<file path="src/rtl/fixlut_pkg.sv">
// Shared definitions for the fixed-point LUT sequencer: controller states and
// the chunking helpers used to split the select word into LUT-sized slices.
package fixlut_pkg;

  typedef enum logic [1:0] {
    ST_IDLE = 2'd0,
    ST_RUN  = 2'd1,
    ST_DONE = 2'd2
  } fsm_state_e;

  function automatic int n_chunks(input int size, input int lut_size);
    return (size + lut_size - 1) / lut_size;
  endfunction

  // Width of chunk c; only the last chunk can be narrower than lut_size.
  function automatic int chunk_bits(input int size, input int lut_size, input int c);
    int rem;
    rem = size - c * lut_size;
    return (rem < lut_size) ? rem : lut_size;
  endfunction

endpackage

</file>
<file path="src/rtl/fixlut_seq_ctrl_fixlut.sv">
// FixLUT: constant table of every signed sum of +/-fact[j] over a k-bit select.
// The table is built at elaboration, so the hardware is a pure k-input lookup.
module FixLUT #(
  parameter int k = 4,
  parameter int W = 32,
  parameter logic [k-1:0][W-1:0] fact = '0
) (
  input  logic [k-1:0] sel,
  output logic [W-1:0] value
);

  function automatic logic [(2**k)-1:0][W-1:0] build_table();
    logic [(2**k)-1:0][W-1:0] t;
    logic [W-1:0]             s;
    for (int e = 0; e < 2**k; e++) begin
      s = '0;
      for (int j = 0; j < k; j++) begin
        s = e[j] ? (s + fact[j]) : (s - fact[j]);
      end
      t[e] = s;
    end
    return t;
  endfunction

  localparam logic [(2**k)-1:0][W-1:0] TABLE = build_table();

  assign value = TABLE[sel];

endmodule

</file>
<file path="src/rtl/fixlut_seq_ctrl.sv">
// Sequential fixed-point LUT accumulator: one chunk per cycle through a single
// shared W-bit adder. Define FIXLUT_SAT_EN to saturate instead of wrapping.
module fixlut_seq_ctrl
  import fixlut_pkg::*;
#(
  parameter int size     = 12,
  parameter int lut_size = 4,
  parameter int n_int    = 8,
  parameter int n_mant   = 23,
  parameter logic [size-1:0][n_int+n_mant:0] fact = '0
) (
  input  logic                    clk,
  input  logic                    rstn,
  input  logic                    in_valid,
  output logic                    in_ready,
  input  logic [size-1:0]         sel,
  output logic                    out_valid,
  input  logic                    out_ready,
  output logic [n_int+n_mant:0]   result,
  output logic                    ovf
);

  // Handshake: a transfer happens on a rising edge where valid and ready are
  // both high; the producer holds its data stable until that edge.

  localparam int W  = n_int + n_mant + 1;
  localparam int NC = n_chunks(size, lut_size);
  localparam int CW = (NC > 1) ? $clog2(NC) : 1;

  localparam logic [W-1:0] SAT_MAX = {1'b0, {(W-1){1'b1}}};
  localparam logic [W-1:0] SAT_MIN = {1'b1, {(W-1){1'b0}}};

  fsm_state_e      state_q, state_d;
  logic [size-1:0] sel_q, sel_d;
  logic [CW-1:0]   cnt_q, cnt_d;
  logic [W-1:0]    acc_q, acc_d;
  logic            ovf_q, ovf_d;

  logic [W-1:0]    lut_out [NC];
  logic [W-1:0]    chunk_val;
  logic [W:0]      sum_ext;
  logic            add_ovf;
  logic            last_chunk;
  logic            accept;

  for (genvar g = 0; g < NC; g++) begin : g_chunk
    localparam int KB = chunk_bits(size, lut_size, g);
    FixLUT #(
      .k   (KB),
      .W   (W),
      .fact(fact[g*lut_size +: KB])
    ) u_lut (
      .sel  (sel_q[g*lut_size +: KB]),
      .value(lut_out[g])
    );
  end

  assign chunk_val  = lut_out[cnt_q];
  assign sum_ext    = {acc_q[W-1], acc_q} + {chunk_val[W-1], chunk_val};
  // Signed overflow: the carry into the extra sign bit disagrees with bit W-1.
  assign add_ovf    = sum_ext[W] ^ sum_ext[W-1];
  assign last_chunk = (cnt_q == CW'(NC - 1));
  assign accept     = in_valid && (state_q == ST_IDLE);

  always_ff @(posedge clk) begin
    if (!rstn) begin
      state_q <= ST_IDLE;
      sel_q   <= '0;
      cnt_q   <= '0;
      acc_q   <= '0;
      ovf_q   <= 1'b0;
    end else begin
      state_q <= state_d;
      sel_q   <= sel_d;
      cnt_q   <= cnt_d;
      acc_q   <= acc_d;
      ovf_q   <= ovf_d;
    end
  end

  always_comb begin
    state_d = state_q;
    unique case (state_q)
      ST_IDLE: if (in_valid)   state_d = ST_RUN;
      ST_RUN:  if (last_chunk) state_d = ST_DONE;
      ST_DONE: if (out_ready)  state_d = ST_IDLE;
      default:                 state_d = ST_IDLE;
    endcase
  end

  always_comb begin
    sel_d = sel_q;
    cnt_d = cnt_q;
    acc_d = acc_q;
    ovf_d = ovf_q;
    if (accept) begin
      sel_d = sel;
      cnt_d = '0;
      acc_d = '0;
      ovf_d = 1'b0;
    end else if (state_q == ST_RUN) begin
      cnt_d = cnt_q + CW'(1);
      ovf_d = ovf_q | add_ovf;
`ifdef FIXLUT_SAT_EN
      // The true sum's sign is the extended bit W; clamp toward it.
      if (add_ovf) acc_d = sum_ext[W] ? SAT_MIN : SAT_MAX;
      else         acc_d = sum_ext[W-1:0];
`else
      acc_d = sum_ext[W-1:0];
`endif
    end
  end

  always_comb begin
    in_ready  = (state_q == ST_IDLE);
    out_valid = (state_q == ST_DONE);
    result    = acc_q;
    ovf       = ovf_q;
  end

`ifndef FIXLUT_SAT_EN
  logic unused_sat;
  assign unused_sat = ^{SAT_MAX, SAT_MIN};
`endif

endmodule

</file>
<file path="config.mk">
export PLATFORM = sky130hd
export DESIGN_NAME = fixlut_seq_ctrl
export DESIGN_NICKNAME = d
export VERILOG_FILES = /design/src/rtl/fixlut_pkg.sv /design/src/rtl/fixlut_seq_ctrl_fixlut.sv /design/src/rtl/fixlut_seq_ctrl.sv
export SDC_FILE = /design/constraint.sdc
export NUM_CORES = 1
export LEC_CHECK = 0
export CAP_MARGIN = 15
export CORE_MARGIN = 2
export CORE_UTILIZATION = 26
export CTS_BUF_LIST = sky130_fd_sc_hd__clkbuf_8
export DETAILED_ROUTE_END_ITERATION = 10
export PLACE_DENSITY = 0.78
export SKIP_CTS_REPAIR_TIMING = 1
export SYNTH_ARGS = -nofsm -noshare
export SYNTH_HDL_FRONTEND = slang
export SYNTH_SLANG_ARGS = --single-unit
</file>
<file path="constraint.sdc">
create_clock -name clk -period 1.5 [get_ports clk]
set_input_delay 0.375 -clock clk [delete_from_list [all_inputs] [get_ports clk]]
set_output_delay 0.375 -clock clk [all_outputs]
set_load 0.02 [all_outputs]
</file>
==> results by group <==
Route
  – TritonRoute pass-1 iters: 4
  – Routed Antenna Nets: 0
  – Final WL: 534 um
  – WL/cell: 6.94 um
  – Avg Vias per Cell: 3.35
  – DRT iter0 DRCs: 4
  – Detailed-route DRC error count: 0
  – Via count: 258

Global route
  – Initial antenna violation count: 0
  – Gr usage total: approximately 5.4%
  – GRT overflow: 0
  – Vias in the first global route: 153
  – Largest net degree at the start of global routing: 7
  – First-pass GRT wire length: 634 um

Layout
  – # diodes: 0
  – Design area: 447 um^2
  – Area growth syn-to-layout: 0.847%
  – Layout Nets: 80
  – # fillers: 168
  – Register area: 80.1 um^2
  – Share of cells above drive strength 1: 16.4%
  – Area of the multi-input gates: 228 um^2

Synth
  – Compound-Gate Fraction of Synth Area: around 8.5%
  – Syn Inst Count: 52
  – Ys async rst share: 0%
  – Adder-Cell Fraction of Synth Area: approximately 2.8%
  – Post-synth EDFFs: 0
  – Multiplexer area fraction after synthesis: 0%
  – Largest family of logic cells by synthesized area: buffers and inverters
  – Top cells by count, synth: buf_4 (33), dfxtp_1 (4), a31o_2 (2), and4bb_2 (2), inv_1 (2)
  – Area share of the largest cell type after synthesis: between 50% and 60%
  – Top_reg_cell synth: dfxtp_1
  – Mean post-synth cell area: roughly 8.5 um^2
  – Synth Warn #: 0
  – Synthesized flop and latch total: 4
  – Synthesized-area fraction occupied by and/or/nand/nor cells: roughly 12%
  – Xor and xnor area share after synthesis: 0%
  – Library cells used by synthesis: 14
  – Most area-hungry cell type in the Yosys netlist: buf_4
  – Sequential fraction of the synthesis area: 18.1%
  – Top-count cell post-synth: buf_4
  – Synthesized area: 443 um^2
  – Synth top area cells: buf_4 (56%), dfxtp_1 (18%), and4bb_2 (5.6%), a31o_2 (4.0%), ha_1 (2.8%)

Clock network
  – H-tree Lvls: 1
  – Root cell of the clock tree: clkbuf_8
  – TritonCTS Buffers: 3
  – Clk_lat worst skew: 0.22 ns
  – CTS clk-pin slew, worst paths: 0.03 ns
  – Sink Count: 4
  – CTS tree: built
  – Clock Path Buffers: 2

Setup path
  – Reg-to-reg slack, setup: between 0.3 and 0.4 ns
  – Crit path launch type: flip-flop
  – Worst-path cell chain: and2b_2 > dlymetal6s2s_1
  – Critical Path RT: 1.12 ns
  – CP Data Arrival Time: 0.96 ns
  – Crit path largest cell delay: 0.33 ns
  – Crit path max-delay family: flip-flops
  – Worst Path Buf+Inv: 1
  – Crit Path Category: flip-flop to output port
  – Crit-path slowest cell: dfxtp_1
  – CP endpoint kind: output port
  – Largest fanout on the critical path: 3

Floorplanning
  – Die footprint: 2050 um^2
  – Die Ht: around 45 um
  – Row Count: 14
  – Die extent in x: between 40 and 50 um
  – Starting Density: 28.4%
  – Count of boundary I/O pins: a little over 50
  – Total core area: between 1500 and 2000 um^2

STA
  – Setup_tns: 0 ns
  – Final hold vios: 0
  – Fin worst setup slack: 0.165 ns
  – Crit share post-route: 89.0%
  – Max Fclk: 749 MHz
  – Setup Skew: 0.00450 ns
  – Final Setup Violations: 0
  – Post-layout minimum cycle time: approximately 1.3 ns
  – Unrepaired setup endpoints after global routing: false
  – Max-slew violation count: 0

Worst hold path
  – Worst hold path type: flip-flop to flip-flop

Run
  – Max Cap Viol: 0

Power and ir drop
  – Cell area power density: 1020 nW/um^2
  – Worst vdd ir: 443 uV
  – Final Power: 454 uW
  – P_leak: 0.258 nW

Placed design
  – Post-DP Area: 400 um^2
  – PortBufs: 5
  – Post-Place Setup Slack: approximately 0.044 ns
  – DP HPWL: 446 um
  – Placer Congestion: 0.545

Status
  – Status: finished clean
==> logic make-up after synthesis <==
logic type / after synthesis
DFF: 4
buffers and inverters: 35
adders and majority gates: 1
other: 1
and+or+nand+nor: 6
AOI/OAI and AO/OA: 5
==> area by class of cell <==
| cell class | count | share of cell area, % |
|---|---|---|
| multi-input cells | 45 | 51.0 |
| repair buffers | 7 | 15.7 |
| inverters | 2 | 1.68 |
| clock buffers | 3 | 9.24 |
| flip-flops and latches | 4 | 17.9 |
| well taps | 16 | 4.48 |
==> metal layers <==
metal  global-route usage (%)  wire length [um]  vias up
met4                     5.29                17        0
met3                     7.20                89        5
li1                         -                 -      122
met5                        0                 0        -
met2                     6.00               255       21
met1                     4.35               171      110
==> cell usage in the layout (no fill, tap or decap), types with 2 or more instances in the layout <==
master / synthesis / layout
a31o_2: 2 / 2
and4bb_2: 2 / 2
buf_4: 33 / 2
clkbuf_8: 0 / 3
clkdlybuf4s50_1: 0 / 3
conb_1: 1 / 33
dfxtp_1: 4 / 4
dlymetal6s2s_1: 0 / 2
inv_1: 2 / 2
==> final timing paths <==
kind,endpoint,start,cells after the start
worst max-delay path,out_valid,state_q[0],2
worst min-delay path,cnt_q[0],cnt_q[0],1
worst max register to register,cnt_q[1],cnt_q[0],4
worst min register to register,cnt_q[0],cnt_q[0],1
==> state kept, by name (all words and copies together), names as in the netlist <==
name / count
state_q: 2
cnt_q: 2
==> per-stage QoR <==
stage / util, % / std cells / hold slack [ns]
5_1_grt: 28.7 / 77 / 0.506
4_1_cts: 28.3 / 77 / 0.496
6_report: 28.7 / 77 / 0.493
3_3_place_gp: 25.7 / 74 / 0.474
2_1_floorplan: - / 84 / 0.464
3_5_place_dp: 25.7 / 74 / 0.490
==> power by group <==
| part | switching (mW) | internal (mW) | total (mW) |
|---|---|---|---|
| clock network | 0.0557 | 0.171 | 0.227 |
| logic | 0.0888 | 0.0227 | 0.112 |
| registers | 0.00327 | 0.113 | 0.116 |
| total | 0.148 | 0.307 | 0.454 |
Power figures use the tool's default switching activity.
